===== src/rtl/icache_pkg.sv =====
// icache_pkg: shared types, default geometry and saturating increment for the instruction cache
package icache_pkg;

    typedef enum logic {IDLE, REFILL} state_e;

    localparam int ADDR_W_D   = 32;
    localparam int DATA_W_D   = 32;
    localparam int INDEX_W_D  = 3;
    localparam int OFFSET_W_D = 2;
    localparam int CNT_W_D    = 20;

    localparam int TAG_W = ADDR_W_D - 2 - OFFSET_W_D - INDEX_W_D;
    localparam int WORDS = 2 ** OFFSET_W_D;
    localparam int LINES = 2 ** INDEX_W_D;

    // Increment v unless it already holds the all-ones value of a w-bit counter
    function automatic logic [63:0] sat_inc(input logic [63:0] v, input int unsigned w);
        logic [63:0] m;
        m = (w >= 64) ? '1 : ((64'd1 << w) - 64'd1);
        return (v >= m) ? v : v + 64'd1;
    endfunction

endpackage


===== src/rtl/sat_counter.sv =====
// sat_counter: event counter that sticks at all-ones instead of wrapping
module sat_counter import icache_pkg::*; #(
    parameter int CNT_W = CNT_W_D
) (
    input  logic             clk_i,
    input  logic             rst_ni,
    input  logic             inc_i,
    output logic [CNT_W-1:0] cnt_o
);

    logic [CNT_W-1:0] cnt_q, cnt_d;

    // Next count: bump on an event, holding at the ceiling
    always_comb cnt_d = inc_i ? CNT_W'(sat_inc(64'(cnt_q), CNT_W)) : cnt_q;

    // Count register with synchronous active-low clear
    always_ff @(posedge clk_i) cnt_q <= !rst_ni ? '0 : cnt_d;

    assign cnt_o = cnt_q;

endmodule


===== src/rtl/icache_direct_refill.sv =====
// icache_direct_refill: direct-mapped I-cache with word-by-word block refill, flush and hit/miss counters
module icache_direct_refill import icache_pkg::*; #(
    parameter int ADDR_W   = ADDR_W_D,
    parameter int DATA_W   = DATA_W_D,
    parameter int INDEX_W  = INDEX_W_D,
    parameter int OFFSET_W = OFFSET_W_D,
    parameter int CNT_W    = CNT_W_D
) (
    input  logic              CLK,
    input  logic              RESET,
    input  logic [ADDR_W-1:0] PC,
    input  logic              Req,
    input  logic              Flush,
    output logic              HitWrite,
    output logic [DATA_W-1:0] Data_Cache,
    output logic              MM_Req,
    output logic [ADDR_W-1:0] MM_Addr,
    input  logic              MM_Valid,
    input  logic [DATA_W-1:0] Data_MM,
    output logic              Busy,
    output logic [CNT_W-1:0]  CNT_HIT,
    output logic [CNT_W-1:0]  CNT_MISS
);

    localparam int TB = ADDR_W - 2 - OFFSET_W - INDEX_W;
    localparam int NW = 2 ** OFFSET_W;
    localparam int NL = 2 ** INDEX_W;

    state_e               state_q;
    logic [NL-1:0]        valid_q;
    logic [TB-1:0]        tag_q  [NL];
    logic [DATA_W-1:0]    data_q [NL*NW];
    logic [TB-1:0]        miss_tag_q;
    logic [INDEX_W-1:0]   miss_idx_q;
    logic [OFFSET_W-1:0]  wc_q;
    logic                 flush_pend_q, mm_req_q, busy_q;
    logic [ADDR_W-1:0]    mm_addr_q;

    logic [TB-1:0]        pc_tag;
    logic [INDEX_W-1:0]   pc_idx;
    logic [OFFSET_W-1:0]  pc_word;
    logic                 hit, miss, fill, last;
    logic                 unused_pc;

    assign pc_tag    = PC[ADDR_W-1 -: TB];
    assign pc_idx    = PC[2+OFFSET_W +: INDEX_W];
    assign pc_word   = PC[2 +: OFFSET_W];
    assign unused_pc = ^PC[1:0];

    assign hit  = (state_q == IDLE) && Req && valid_q[pc_idx] && (tag_q[pc_idx] == pc_tag);
    assign miss = (state_q == IDLE) && Req && !hit;
    assign fill = (state_q == REFILL) && MM_Valid && mm_req_q;
    assign last = (wc_q == '1);

    assign HitWrite   = hit;
    assign Data_Cache = hit ? data_q[{pc_idx, pc_word}] : '0;
    assign MM_Req     = mm_req_q;
    assign MM_Addr    = mm_addr_q;
    assign Busy       = busy_q;

    // Control FSM: miss capture, refill sequencing, flush and valid bits
    always_ff @(posedge CLK) begin
        if (!RESET) begin
            state_q      <= IDLE;
            valid_q      <= '0;
            flush_pend_q <= 1'b0;
            mm_req_q     <= 1'b0;
            mm_addr_q    <= '0;
            busy_q       <= 1'b0;
            wc_q         <= '0;
            miss_tag_q   <= '0;
            miss_idx_q   <= '0;
        end else if (state_q == IDLE) begin
            if (Flush || flush_pend_q) valid_q <= '0;
            flush_pend_q <= 1'b0;
            if (miss) begin
                miss_tag_q      <= pc_tag;
                miss_idx_q      <= pc_idx;
                wc_q            <= '0;
                mm_req_q        <= 1'b1;
                busy_q          <= 1'b1;
                mm_addr_q       <= {pc_tag, pc_idx, {OFFSET_W{1'b0}}, 2'b00};
                valid_q[pc_idx] <= 1'b0;
                state_q         <= REFILL;
            end
        end else begin
            if (Flush) flush_pend_q <= 1'b1;
            if (fill) begin
                if (last) begin
                    valid_q[miss_idx_q] <= 1'b1;
                    mm_req_q            <= 1'b0;
                    busy_q              <= 1'b0;
                    state_q             <= IDLE;
                end else begin
                    wc_q      <= wc_q + 1'b1;
                    mm_addr_q <= {miss_tag_q, miss_idx_q, wc_q + 1'b1, 2'b00};
                end
            end
        end
    end

    // Line storage: one word per accepted beat, tag written with the final word
    always_ff @(posedge CLK) begin
        if (RESET && fill) begin
            data_q[{miss_idx_q, wc_q}] <= Data_MM;
            if (last) tag_q[miss_idx_q] <= miss_tag_q;
        end
    end

    sat_counter #(.CNT_W(CNT_W)) u_cnt_hit (
        .clk_i (CLK),
        .rst_ni(RESET),
        .inc_i (hit),
        .cnt_o (CNT_HIT)
    );

    sat_counter #(.CNT_W(CNT_W)) u_cnt_miss (
        .clk_i (CLK),
        .rst_ni(RESET),
        .inc_i (miss),
        .cnt_o (CNT_MISS)
    );

endmodule


===== config.mk =====
export PLATFORM = sky130hd
export DESIGN_NAME = icache_direct_refill
export DESIGN_NICKNAME = d
export VERILOG_FILES = /design/src/rtl/icache_pkg.sv /design/src/rtl/sat_counter.sv /design/src/rtl/icache_direct_refill.sv
export SDC_FILE = /design/constraint.sdc
export NUM_CORES = 1
export LEC_CHECK = 0
export CAP_MARGIN = 20
export CELL_PAD_IN_SITES_DETAIL_PLACEMENT = 1
export CELL_PAD_IN_SITES_GLOBAL_PLACEMENT = 1
export CORE_ASPECT_RATIO = 1.1
export CORE_MARGIN = 2
export CORE_UTILIZATION = 40
export CTS_CLUSTER_SIZE = 14
export DETAILED_ROUTE_END_ITERATION = 6
export PLACE_DENSITY = 0.66
export SETUP_SLACK_MARGIN = 0.2
export SYNTH_ARGS = -nofsm -noshare
export SYNTH_HDL_FRONTEND = slang
export SYNTH_SLANG_ARGS = --single-unit

===== constraint.sdc =====
create_clock -name CLK -period 3.2 [get_ports CLK]
set_input_delay 0.48 -clock CLK [delete_from_list [all_inputs] [get_ports CLK]]
set_output_delay 0.48 -clock CLK [all_outputs]
set_load 0.02 [all_outputs]

After elaboration in Yosys (flattened, before gate mapping)

Memory sizes are Yosys's and may differ from the RTL's.
Index checks and enable logic that the tools add are counted.

Muxes and demuxes: 35
Reduce and logical (&&, ||, !) cells: 19
Add/subtract/negate cells: 3
Bitwise operators: 6
Order comparisons: 6
Equal/unequal tests: 5

Operators with widths:

| cell                  | number |
|---|---|
| $mux 32               | 5 |
| $mux 8                | 7 |
| $add 20x1->20 const B | 2 |
| $ge 20x20->1 const B  | 2 |
| $eq 25x25->1          | 1 |
| $mux 1                | 16 |
| $reduce_and 2->1      | 5 |
| $logic_and 1x1->1     | 9 |
| $and 8x8->8           | 1 |
| $lt 3x4->1 const B    | 2 |
| $mux 2                | 4 |
| $not 8->8             | 1 |
| $or 8x8->8            | 1 |
| $demux 1 s3           | 2 |
| $ge 3x1->1 const B    | 2 |
| $reduce_and 3->1      | 2 |
| $ne 2x1->1 const B    | 2 |
| $bmux 1 s3            | 1 |
| $not 1->1             | 3 |
| $add 2x1->2 const B   | 1 |
| $eq 2x2->1 const B    | 1 |
| $ne 2x2->1 const B    | 1 |
| $reduce_bool 2->1     | 1 |
| $logic_not 1->1       | 1 |
| $logic_or 1x1->1      | 1 |

Memories: 2
Bits of input ports: 69
Memory bits (writable): 1224
Output and inout bits: 107
Register bits: 113

Memory list:

| memory | depth | width | read ports | clocked after memory_dff | wr ports | line                       | text |
|---|---|---|---|---|---|---|---|
| data_q | 32    | 32    | 1          | 0                        | 1        | icache_direct_refill.sv:32 | `logic [DATA_W-1:0] data_q [NL*NW];` |
| tag_q  | 8     | 25    | 1          | 0                        | 1        | icache_direct_refill.sv:31 | `logic [TB-1:0] tag_q [NL];` |

Longest topological paths before layout

Gate-level depths: netlist (run 1).

Depth in word-level cells: 8
Depth in mapped cells: 14
Gate-level depth less buffers: 8

Hierarchy

From an unflattened synthesis (run 1), not the netlist that was laid out.

Cell total of the unflattened synthesis: 2583
Area, all modules: 51470.6 µm²

By module, submodules not included:

| module               | area each (µm²) | seq. area each (µm²) | cells an instance | times used |
|---|---|---|---|---|
| icache_direct_refill | 49401.1         | 38136.6              | 2355              | 1 |
| sat_counter          | 1034.7          | 400.4                | 114               | 2 |

Least setup slack after synthesis (run 1)

No wires, ideal clock.

Kind: input -> output
Start point: input PC[5]
End point: output Data_Cache[15]
Arrival time: 2989 ps
Cell stages on the path: 12
Slack: -269 ps
Required time: 2720 ps
Cells stage by stage: buf_6 > buf_4 > buf_2 > mux2i_1 > a22oi_1 > a22oi_1 > xnor2_1 > nor3_1 > and4_1 > nand4_1 > clkbuf_1 > a211oi_1

Cells in the longest elaborated chain, start to end: 5
Elaborated cells on any way between the ends: 8

Ends and longest elaborated chain:

| what                                                                 | line                       | text |
|---|---|---|
| from (decl)                                                          | icache_direct_refill.sv:11 | `input logic [ADDR_W-1:0] PC,` |
| parallel branches: the longest is 4 deep, another holds $mem_v2 8x25 | -                          |  |
| $mux 32 *                                                            | icache_direct_refill.sv:56 | `assign Data_Cache = hit ? data_q[{pc_idx, pc_word}] : '0;` |
| to (decl)                                                            | icache_direct_refill.sv:15 | `output logic [DATA_W-1:0] Data_Cache,` |

Mark *: on every way between the ends. The select of a mux whose other input is x is not followed.

Final worst setup path (run 1)

Start point: memory tag_q[7][21] (netlist name)
End point: output Data_Cache[2]

Cells in the longest elaborated chain, start to end: 4

Ends and longest elaborated chain:

| what              | line                       | text |
|---|---|---|
| from (decl)       | icache_direct_refill.sv:31 |  |
| $mem_v2 8x25      | -                          |  |
| $eq 25x25->1      | icache_direct_refill.sv:50 | `assign hit = (state_q == IDLE) && Req && valid_q[pc_idx] && (tag_q[pc_idx] == pc_tag);` |
| $logic_and 1x1->1 | icache_direct_refill.sv:50 |  |
| $mux 32           | icache_direct_refill.sv:56 |  |

Every way passes these cells.

==> out/qor.yml, run 1 <==
setup_path:
  worstPathArrival_ps: 3710
  crit_required_ps: 2720
  worstSetupStartpointType: "flop"
  path_delay_family: "simple AND/OR/NAND/NOR gates"
  crit_chain: "mux4_2, mux2i_1, xnor2_1, nor3b_2, nand4b_1, nor4bb_1, nand4_1, buf_6, buf_12, buf_8, a211oi_2, buf_4"
  endpoint_kind: "output pin"
  critPathMaxFanout: 8
  slowest_stage: "mux4_2"
  r2r_start: "tag_q[7][21]"
  critPathBufInv: 4
  max_stage_delay_ps: 480
  crit_type: "flop to output pin"
  timing.rr.end: "u_cnt_miss.cnt_o[8]"
  reg2reg_depth: 13
  reg2reg_slack_ps: 180
timing:
  setup_slack_ps: -990
  period_needed_ps: 4190
  hold_viol: 0
  hold_slack_ps: 340
  fin_setup_tns_ps: -29820
  maxSlewViolCount: 0
  finalSetupViolCount: 33
  tightest_slew_ps: 1160
  finClkSkew_ps: 20.2
  grt_setup_unrepaired: "true"
  fin_crit_sh_pct: 131
  clock.fmax_ghz: 0.239
  slew_headroom_pct: 22.8
hold_path:
  hp-start: "Flush"
  hold_path_depth: 3
  min_to: "flush_pend_q"
  hold_class: "input pin to flop"
layout:
  multi_input_area_sq_mm: 0.0138
  final_cell_mix: "edfxtp_1, mux4_2, buf_4, o22ai_1, clkbuf_16"
  synthToLayoutAreaGrowth_pct: 24.3
  nets: 3387
  seq_area_sq_mm: 0.0389
  layout_commonest_cell: "edfxtp_1"
  drive_gt1_share_pct: 30.5
  fillers: 12000
synth:
  yosysWarnings: 0
  syn_area_sq_mm: 0.0525
  synth_seq_cells: 1333
  synth-seq-area-share_pct: 74.2
  ys.flop_type: "edfxtp_1"
  async_reset_ff_share_pct: 0
  synth.distinct_cells: 66
  synth_edf_count: 1224
  avgSynthCellArea_sq_um: 18.4
  syn_inst: 2855
global_route:
  grt_overflow: 0
  antenna_found_initial: 7
  grt_start_max_net_pins: 72
  grt_use_total_pct: 22.6
  grt_pass1_wl_mm: 221
  grt_pass1_vias: 31800
drt:
  dr.max_layer_used: "met5"
  vias: 30600
  routed_via_density: 5.98
  firstDrtPassIters: 5
  drt_iter0_drc: 3019
  wl_met2_mm: 79.2
  wl_mm: 154
  wl_met1_mm: 60.7
  wl_per_cell_um: 30.2
  ant_nets: 0
  drc_errors: 0
  dr_wl_met3_mm: 8.86
placement:
  port_buffers: 171
  gp_congestion: 0.875
  dp_hpwl_mm: 87.4
die:
  die_area_sq_mm: 0.134
  die-width_um: 349
  boundaryPins: 176
  initial_core_util_pct: 40.2
  rows: 139
  coreArea_sq_mm: 0.130
  die_h_um: 384
outcome:
  outcome: "complete, but fails checks"
  violations: "negative setup slack"
clocking:
  cts_buffer_depth: 3
  h-tree-depth: 4
  path_clk_slew_ps: 60
  cts_root_buf: "clkbuf_16"
  cts.sinks: 1333
  cts_tree: "yes"
  clock_latency_ps: 790
  cts_buffers: 137
flow_run:
  drv_cap: 0
power:
  p_per_area_mw_per_mm2: 569
  power.total_mw: 37.1
  p_leak_nw: 21.3
  ir_drop_uv: 553
## worst reg2reg max path: stages (launching register included)
cell and delay, ps:
edfxtp_1 380, mux4_2 480, mux2i_1 190, xnor2_1 210, buf_4 170, buf_4 100, nor3_1 40, and4_4 150
and4_4 200, buf_12 160, buf_6 140, buf_8 120, or4_1 480, a21oi_1 130
## synth_stat cells, drive strengths merged (3+ instances only)
cell type / number / area, sq um
a211o: 3 / 26.3
a211oi: 6 / 45.0
a21oi: 54 / 270
a22o: 19 / 166
a22oi: 20 / 155
and2: 5 / 31.3
and3: 17 / 106
and4: 10 / 92.6
and4b: 3 / 30.0
buf: 68 / 398
clkbuf: 120 / 452
dfxtp: 109 / 2180
edfxtp: 1224 / 36800
ha: 6 / 75.1
inv: 7 / 26.3
mux2: 26 / 293
mux2i: 93 / 931
mux4: 260 / 5860
nand2: 85 / 319
nand2b: 23 / 144
nand3: 88 / 440
nand3b: 5 / 37.5
nand4: 17 / 113
nand4b: 3 / 26.3
nor2: 85 / 329
nor2b: 6 / 37.5
nor3: 32 / 160
nor3b: 3 / 22.5
nor4: 7 / 43.8
nor4b: 5 / 43.8
nor4bb: 3 / 30.0
o21a: 8 / 60.1
o21ai: 92 / 460
o22a: 29 / 254
o22ai: 166 / 1040
o31ai: 14 / 105
or3: 70 / 438
or4: 39 / 293
xnor2: 3 / 26.3
## state kept, by name, summed over array words and instances, names as in the netlist
name              flops
Busy                  1
MM_Addr              29
data_q             1024
flush_pend_q          1
miss_idx_q            3
miss_tag_q           25
state_q               1
tag_q               200
u_cnt_hit.cnt_o      20
u_cnt_miss.cnt_o     20
valid_q               8
wc_q                  1
## layout make-up
cell class / count / share of cell area (%)
Sequential cell: 1333 / 59.7
Multi-Input combinational cell: 1327 / 21.2
Timing Repair Buffer: 505 / 9.20
Clock buffer: 178 / 5.62
Tap cell: 1692 / 3.24
Clock inverter: 70 / 1.06
Inverter: 8 / 0.0460
Antenna cell: 3 / 0.0115
## per-layer routing
metal / up-vias / GRT usage [%]
li1: 12700 / -
met1: 16400 / 29.0
met2: 1125 / 39.1
met3: 292 / 3.54
met4: 6 / 8.05
met5: - / 0
## worst max path at each step
stage	startpoint	end	depth (start not counted)
2_1_floorplan	PC[5]	Data_Cache[15]	12
5_1_grt	tag_q[7][21]	Data_Cache[5]	12
3_3_place_gp	PC[6]	Data_Cache[9]	13
6_report	tag_q[7][21]	Data_Cache[2]	12
3_5_place_dp	PC[6]	Data_Cache[6]	12
4_1_cts	tag_q[7][21]	Data_Cache[15]	12
## report_power, final
group	switching [mW]	internal (mW)	total, mW
registers	0.129	19.1	19.2
logic	1.25	0.966	2.22
clock network	6.80	8.88	15.7
## through the flow
stage / setup slack (ps) / utilization (%) / cells / instance area, sq um
after floorplan: -35.4 / - / 2856 / 52700
after global placement: -1280 / 45.2 / 4798 / 59000
after detailed placement: -1260 / 45.2 / 4798 / 59000
after CTS: -1050 / 48.9 / 5066 / 63800
after global routing: -1090 / 50.0 / 5114 / 65300
final: -990 / 50.0 / 5116 / 65300
## logic make-up after synthesis
group / after synthesis / share of synthesized area, %
AOI/OAI and AO/OA: 424 / 5.13
muxes: 379 / 13.5
other: 1 / 0.00714
xor gates and xnor gates: 5 / 0.0834
DFF: 1333 / 74.2
adders and majority gates: 6 / 0.143
and+or+nand+nor: 511 / 5.29
buffers and inverters: 196 / 1.68
## repair_timing
item / 4_1_cts / 5_1_grt
pin swaps: 13 / 114
gates resized for setup: 197 / 173
gates cloned: 1 / 16
endpoints found under the hold margin: 1 / 0
hold buffers: 1 / 0
setup buffers: 18 / 23
endpoints found under the setup margin: 129 / 140
(Power assumes the default switching activity.)
==> inputs of run 2 (changes only) <==
- CAP_MARGIN: 20 -> unset
- SETUP_SLACK_MARGIN: 0.2 -> unset
==> out/qor.yml, run 2 (same netlist as run 1, synthesis figures left out) <==
outcome:
  outcome: "complete, but fails checks"
  violations: "negative setup slack"
setup_path:
  worstPathArrival_ps: 3790  # +80 ps
  max_stage_delay_ps: 480  # about the same
  crit_type: "flop to output pin"
  crit_chain: "mux4_2, mux2i_1, xnor2_1, nor3b_2, nand4b_1, nor4bb_2, buf_4, nand4_1, buf_6, buf_16, buf_12, buf_12, a211oi_4, buf_6"
  critPathBufInv: 6  # +2
  slowest_stage: "mux4_2"
  critPathMaxFanout: 5  # -3
  crit_required_ps: 2720  # about the same
  path_delay_family: "buffers and inverters"
  endpoint_kind: "output pin"
  worstSetupStartpointType: "flop"
timing:
  grt_setup_unrepaired: "true"
  finClkSkew_ps: 31.1  # +10.9 ps
  clock.fmax_ghz: 0.234  # -1.9%
  fin_crit_sh_pct: 133  # +2.5 points
  period_needed_ps: 4270  # +79.3 ps
  hold_viol: 0  # unchanged
  setup_slack_ps: -1070  # -79.3 ps
  tightest_slew_ps: 1150  # -11.3 ps
  maxSlewViolCount: 0  # unchanged
  finalSetupViolCount: 33  # unchanged
  slew_headroom_pct: 23.3  # +0.51 points
placement:
  placed_area_sq_mm: 0.0588  # -0.36%
  port_buffers: 171  # unchanged
  dp_hpwl_mm: 91.4  # +4.5%
  place_ws_ps: -1490  # -228 ps
  gp_congestion: 0.885  # +1.1%
global_route:
  antenna_found_initial: 5  # -2
  grt_use_total_pct: 22.5  # -0.13 points
  grt_pass1_vias: 32200  # +1.2%
  grt_pass1_wl_mm: 220  # -0.15%
  grt_start_max_net_pins: 69  # -4.2%
  grt_overflow: 0  # unchanged
drt:
  routed_via_density: 5.92  # -0.86%
  drt_iter0_drc: 2817  # -6.7%
  drc_errors: 0  # unchanged
  firstDrtPassIters: 5  # unchanged
  ant_nets: 0  # unchanged
  wl_per_cell_um: 29.5  # -2.1%
  vias: 30100  # -1.4%
  wl_mm: 150  # -2.7%
layout:
  regMostFlops: "data_q"
  largest_reg_flops: 1024  # unchanged
  layout_commonest_cell: "edfxtp_1"
  final_cell_area_sq_mm: 0.0639  # -2.1%
  drive_gt1_share_pct: 27.7  # -2.8 points
  final_cell_mix: "edfxtp_1, mux4_2, buf_4, o22ai_1, clkbuf_16"
  final_util_pct: 49.0  # -1.1 points
  nets: 3356  # -0.92%
  synthToLayoutAreaGrowth_pct: 21.7
power:
  power.total_mw: 37.8  # +1.8%
  p_leak_nw: 20.7  # -2.5%
  p_per_area_mw_per_mm2: 591  # +4.0%
  ir_drop_uv: 639  # +16%
die:
  initial_core_util_pct: 40.2  # unchanged
  die-width_um: 349  # unchanged
  die_h_um: 384  # unchanged
  die_area_sq_mm: 0.134  # unchanged
  coreArea_sq_mm: 0.130  # unchanged
  boundaryPins: 176  # unchanged
  rows: 139  # unchanged
clocking:
  cts_root_buf: "clkbuf_16"
  cts.sinks: 1333  # unchanged
  path_clk_slew_ps: 60  # about the same
  cts_tree: "yes"
  clock_latency_ps: 780  # about the same
  h-tree-depth: 4  # unchanged
  ctsHoldBuffers: 0  # -1
  cts_buffers: 140  # +2.2%
  cts_buffer_depth: 3  # unchanged
flow_run:
  drv_cap: 0  # unchanged
hold_path:
  hold_class: "input pin to flop"
## run 2: cell count changes in the layout (fill, tap and decap cells not counted), moves of 10 or more
| cell | delta |
|---|---|
| buf_4 | +47 |
| buf_12 | -31 |
| a21oi_1 | +30 |
| a21oi_2 | -30 |
| nand3_1 | +22 |
| buf_6 | -19 |
| nand3_2 | -18 |
| buf_8 | -13 |
| o21ai_0 | +11 |
| or4_1 | +10 |
| or4_4 | -10 |
## run 2: area by class of cell
class	count	area (sq um)
clock inverter	74	833
sequential	1333	38900
fill	12100	66600
inverter	8	32.5
antenna	2	5.00
multi-input combinational	1327	13300
tap	1692	2120
clock buffer	180	3780
timing repair buffer	471	4880
## run 2: power breakdown
part / switching, mW / internal (mW) / leakage [nW]
clock network: 6.91 / 9.54 / 2.25
registers: 0.127 / 19.1 / 11.9
logic: 1.21 / 0.898 / 6.57
total: 8.24 / 29.5 / 20.7
## run 2: worst min-delay path: stages
cell and delay (ps):
buf_2 210, nand2_1 100, nor2_1 40
## run 2: per-stage QoR
step	TNS, ps	hold WS [ps]	instances
after CTS	-36800	56.1	5083
after global routing	-37600	113	5086
after floorplan	-1540	432	2856
after detailed placement	-113990	459	4818
final	-32040	110	5087
after global placement	-105430	441	4818
## run 2: routing by layer
metal	GRT usage, %	up-vias	part of all wire [%]
met2	39.2	1101	51
met5	0	-	0.0087
met1	28.8	16100	39
li1	-	12700	-
met3	3.54	274	6.2
met4	7.31	2	2.9
## run 2: repair_timing
item,CTS,global route
pin swaps,18,15
gates cloned,1,0
setup buffers,10,2
setup endpoints to repair,34,73
gates resized for setup,205,19
## run 2: path summary, 6_finish.rpt
kind	startpoint	end	slack (ps)	depth (start not counted)
setup / recovery	tag_q[3][21]	Data_Cache[15]	-1070	14
setup reg to reg	tag_q[3][21]	u_cnt_miss.cnt_o[13]	180	11
hold / removal	RESET	Busy	110	3
hold reg to reg	valid_q[1]	valid_q[1]	470	2
==> inputs of run 3 (changes only) <==
- CORE_UTILIZATION: 40 -> 48
- PLACE_DENSITY: 0.66 -> 0.76
==> out/qor.yml, run 3 (same netlist as run 1, synthesis figures left out) <==
placement:
  placed_area_sq_mm: 0.0584  # -0.59%
  place_ws_ps: -1450  # +37.2 ps
  port_buffers: 171  # unchanged
  dp_hpwl_mm: 92.6  # +1.3%
  place_inst: 4533  # -5.9%
  gp_congestion: 0.885  # unchanged
global_route:
  grt.met1_usage_pct: 34.0  # +5.1 points
  antenna_found_initial: 9  # +4
  grt.met3_usage_pct: 5.30  # +1.8 points
  grt_pass1_vias: 32900  # +2.4%
  grt_start_max_net_pins: 68  # -1.4%
  grt.busiest_layer: "met2"
  grt_overflow: 0  # unchanged
  grt_use_total_pct: 28.2  # +5.7 points
  met2_usage_pct: 49.5  # +10 points
  grt_pass1_wl_mm: 228  # +3.5%
timing:
  period_needed_ps: 4140  # -129 ps
  slew_headroom_pct: 14.7  # -8.6 points
  tightest_slew_ps: 1280  # +133 ps
  fin_setup_tns_ps: -26880  # +5160 ps
  maxSlewViolCount: 0  # unchanged
  hold_slack_ps: 100  # -9.31 ps
  hold_viol: 0  # unchanged
  clock.fmax_ghz: 0.242  # +3.1%
  finClkSkew_ps: 38.8  # +7.75 ps
  fin_crit_sh_pct: 129  # -4.0 points
  setup_slack_ps: -940  # +129 ps
  grt_setup_unrepaired: "true"
  finalSetupViolCount: 33  # unchanged
setup_path:
  crit_chain: "mux4_2, mux2i_4, xnor2_2, nor3b_2, nand4b_1, nor4bb_2, buf_4, nand4_1, buf_6, buf_16, buf_12, a211oi_4, buf_6"
  max_stage_delay_ps: 520  # +40 ps
  reg2reg_slack_ps: 130  # -50 ps
  critPathBufInv: 5  # -1
  timing.rr.end: "u_cnt_miss.cnt_o[13]"
  path_delay_family: "buffers and inverters"
  r2r_start: "tag_q[7][14]"
  crit_path_end: "Data_Cache[2]"
  worstPathArrival_ps: 3660  # -130 ps
  crit_required_ps: 2720  # about the same
  crit_start: "tag_q[7][21]"
  endpoint_kind: "output pin"
  worstSetupStartpointType: "flop"
  slowest_stage: "mux4_2"
  crit_type: "flop to output pin"
  crit_top_cell: "buf_6"
  critPathMaxFanout: 6  # +1
  critical_path_depth: 13  # -1
  reg2reg_depth: 10  # -1
layout:
  layout_commonest_cell: "edfxtp_1"
  fillers: 9584  # -21%
  final_util_pct: 58.0  # +9.0 points
  final_cell_mix: "edfxtp_1, mux4_2, buf_4, o22ai_1, clkbuf_16"
  instances_no_fill: 4783  # -6.0%
  regMostFlops: "data_q"
  largest_reg_flops: 1024  # unchanged
  drive_gt1_share_pct: 26.8  # -0.90 points
  final_cell_area_sq_mm: 0.0630  # -1.3%
  nets: 3336  # -0.60%
  synthToLayoutAreaGrowth_pct: 20.1
power:
  ir_drop_uv: 572  # -11%
  power.total_mw: 36.6  # -3.2%
  p_leak_nw: 20.5  # -1.3%
  p_per_area_mw_per_mm2: 580  # -1.9%
die:
  coreArea_sq_mm: 0.109  # -17%
  die_area_sq_mm: 0.112  # -16%
  rows: 127  # -8.6%
  initial_core_util_pct: 48.3  # +8.1 points
  die-width_um: 319  # -8.6%
  boundaryPins: 176  # unchanged
  die_h_um: 351  # -8.6%
clocking:
  cts_root_buf: "clkbuf_16"
  cts_buffer_depth: 3  # unchanged
  cts_buffers: 136  # -2.9%
  clock_latency_ps: 770  # about the same
  cts_tree: "yes"
  path_clk_slew_ps: 60  # about the same
  cts.sinks: 1333  # unchanged
  h-tree-depth: 4  # unchanged
drt:
  routed_via_density: 6.45  # +8.9%
  wl_per_cell_um: 33.0  # +12%
  drc_errors: 0  # unchanged
  firstDrtPassIters: 5  # unchanged
  vias: 30900  # +2.4%
  drt_iter0_drc: 3297  # +17%
  ant_nets: 0  # unchanged
  wl_mm: 158  # +4.9%
flow_run:
  drv_cap: 0  # unchanged
hold_path:
  hold_class: "input pin to flop"
outcome:
  outcome: "complete, but fails checks"
  violations: "negative setup slack"
## run 3: changes by cell type in the layout (fill, tap and decap cells not counted), moves of 4 or more
| cell | change |
|---|---|
| inv_6 | -4 |
| nor2_2 | +5 |
| nor2_4 | -5 |
| bufinv_16 | -8 |
| clkbuf_16 | -6 |
| buf_12 | +6 |
| buf_4 | -15 |
| buf_6 | -8 |
## run 3: where the power goes
part           internal [mW]  switching (mW)
Combinational          0.923            1.24
Sequential              19.1           0.131
Clock                   8.45            6.73
Total                   28.5            8.11
## run 3: how the worst min path moves through the flow
stage | startpoint | to | slack, ps | depth (start not counted)
finish | RESET | Busy | 100 | 3
floorplan | valid_q[1] | valid_q[1] | 430 | 2
global placement | valid_q[1] | valid_q[1] | 440 | 2
CTS | RESET | Busy | 70 | 3
global route | RESET | Busy | 130 | 3
detailed placement | valid_q[6] | valid_q[6] | 470 | 2
## run 3: per-layer routing
metal	vias up	wire (um)
met1	16200	56700
met3	405	12200
li1	12600	-
met5	-	41
met2	1639	82200
met4	6	6570
## run 3: final cells by class
type | instances | area, sq um | area share, %
multi-input combinational | 1327 | 13300 | 21.1
inverter | 8 | 35.0 | 0.0556
tap | 1419 | 1780 | 2.82
sequential | 1333 | 38900 | 61.8
antenna | 3 | 7.51 | 0.0119
timing repair buffer | 455 | 4830 | 7.66
clock buffer | 172 | 3570 | 5.66
clock inverter | 66 | 601 | 0.953
## run 3: what timing repair did
item	in CTS	in global routing
setup endpoints to repair	33	49
pin swaps	9	8
hold buffers	0	0
buffers inserted	8	3
gates resized for setup	223	14
cloned	2	1
## run 3: worst register-to-register path, stage by stage (launching register included)
cell and delay, ps:
edfxtp_1 390, mux4_2 530, mux2i_2 220, xor2_1 130
buf_4 170, nor3b_1 130, and4b_1 240, and4_4 260
buf_16 180, or4_1 550, a21oi_1 190
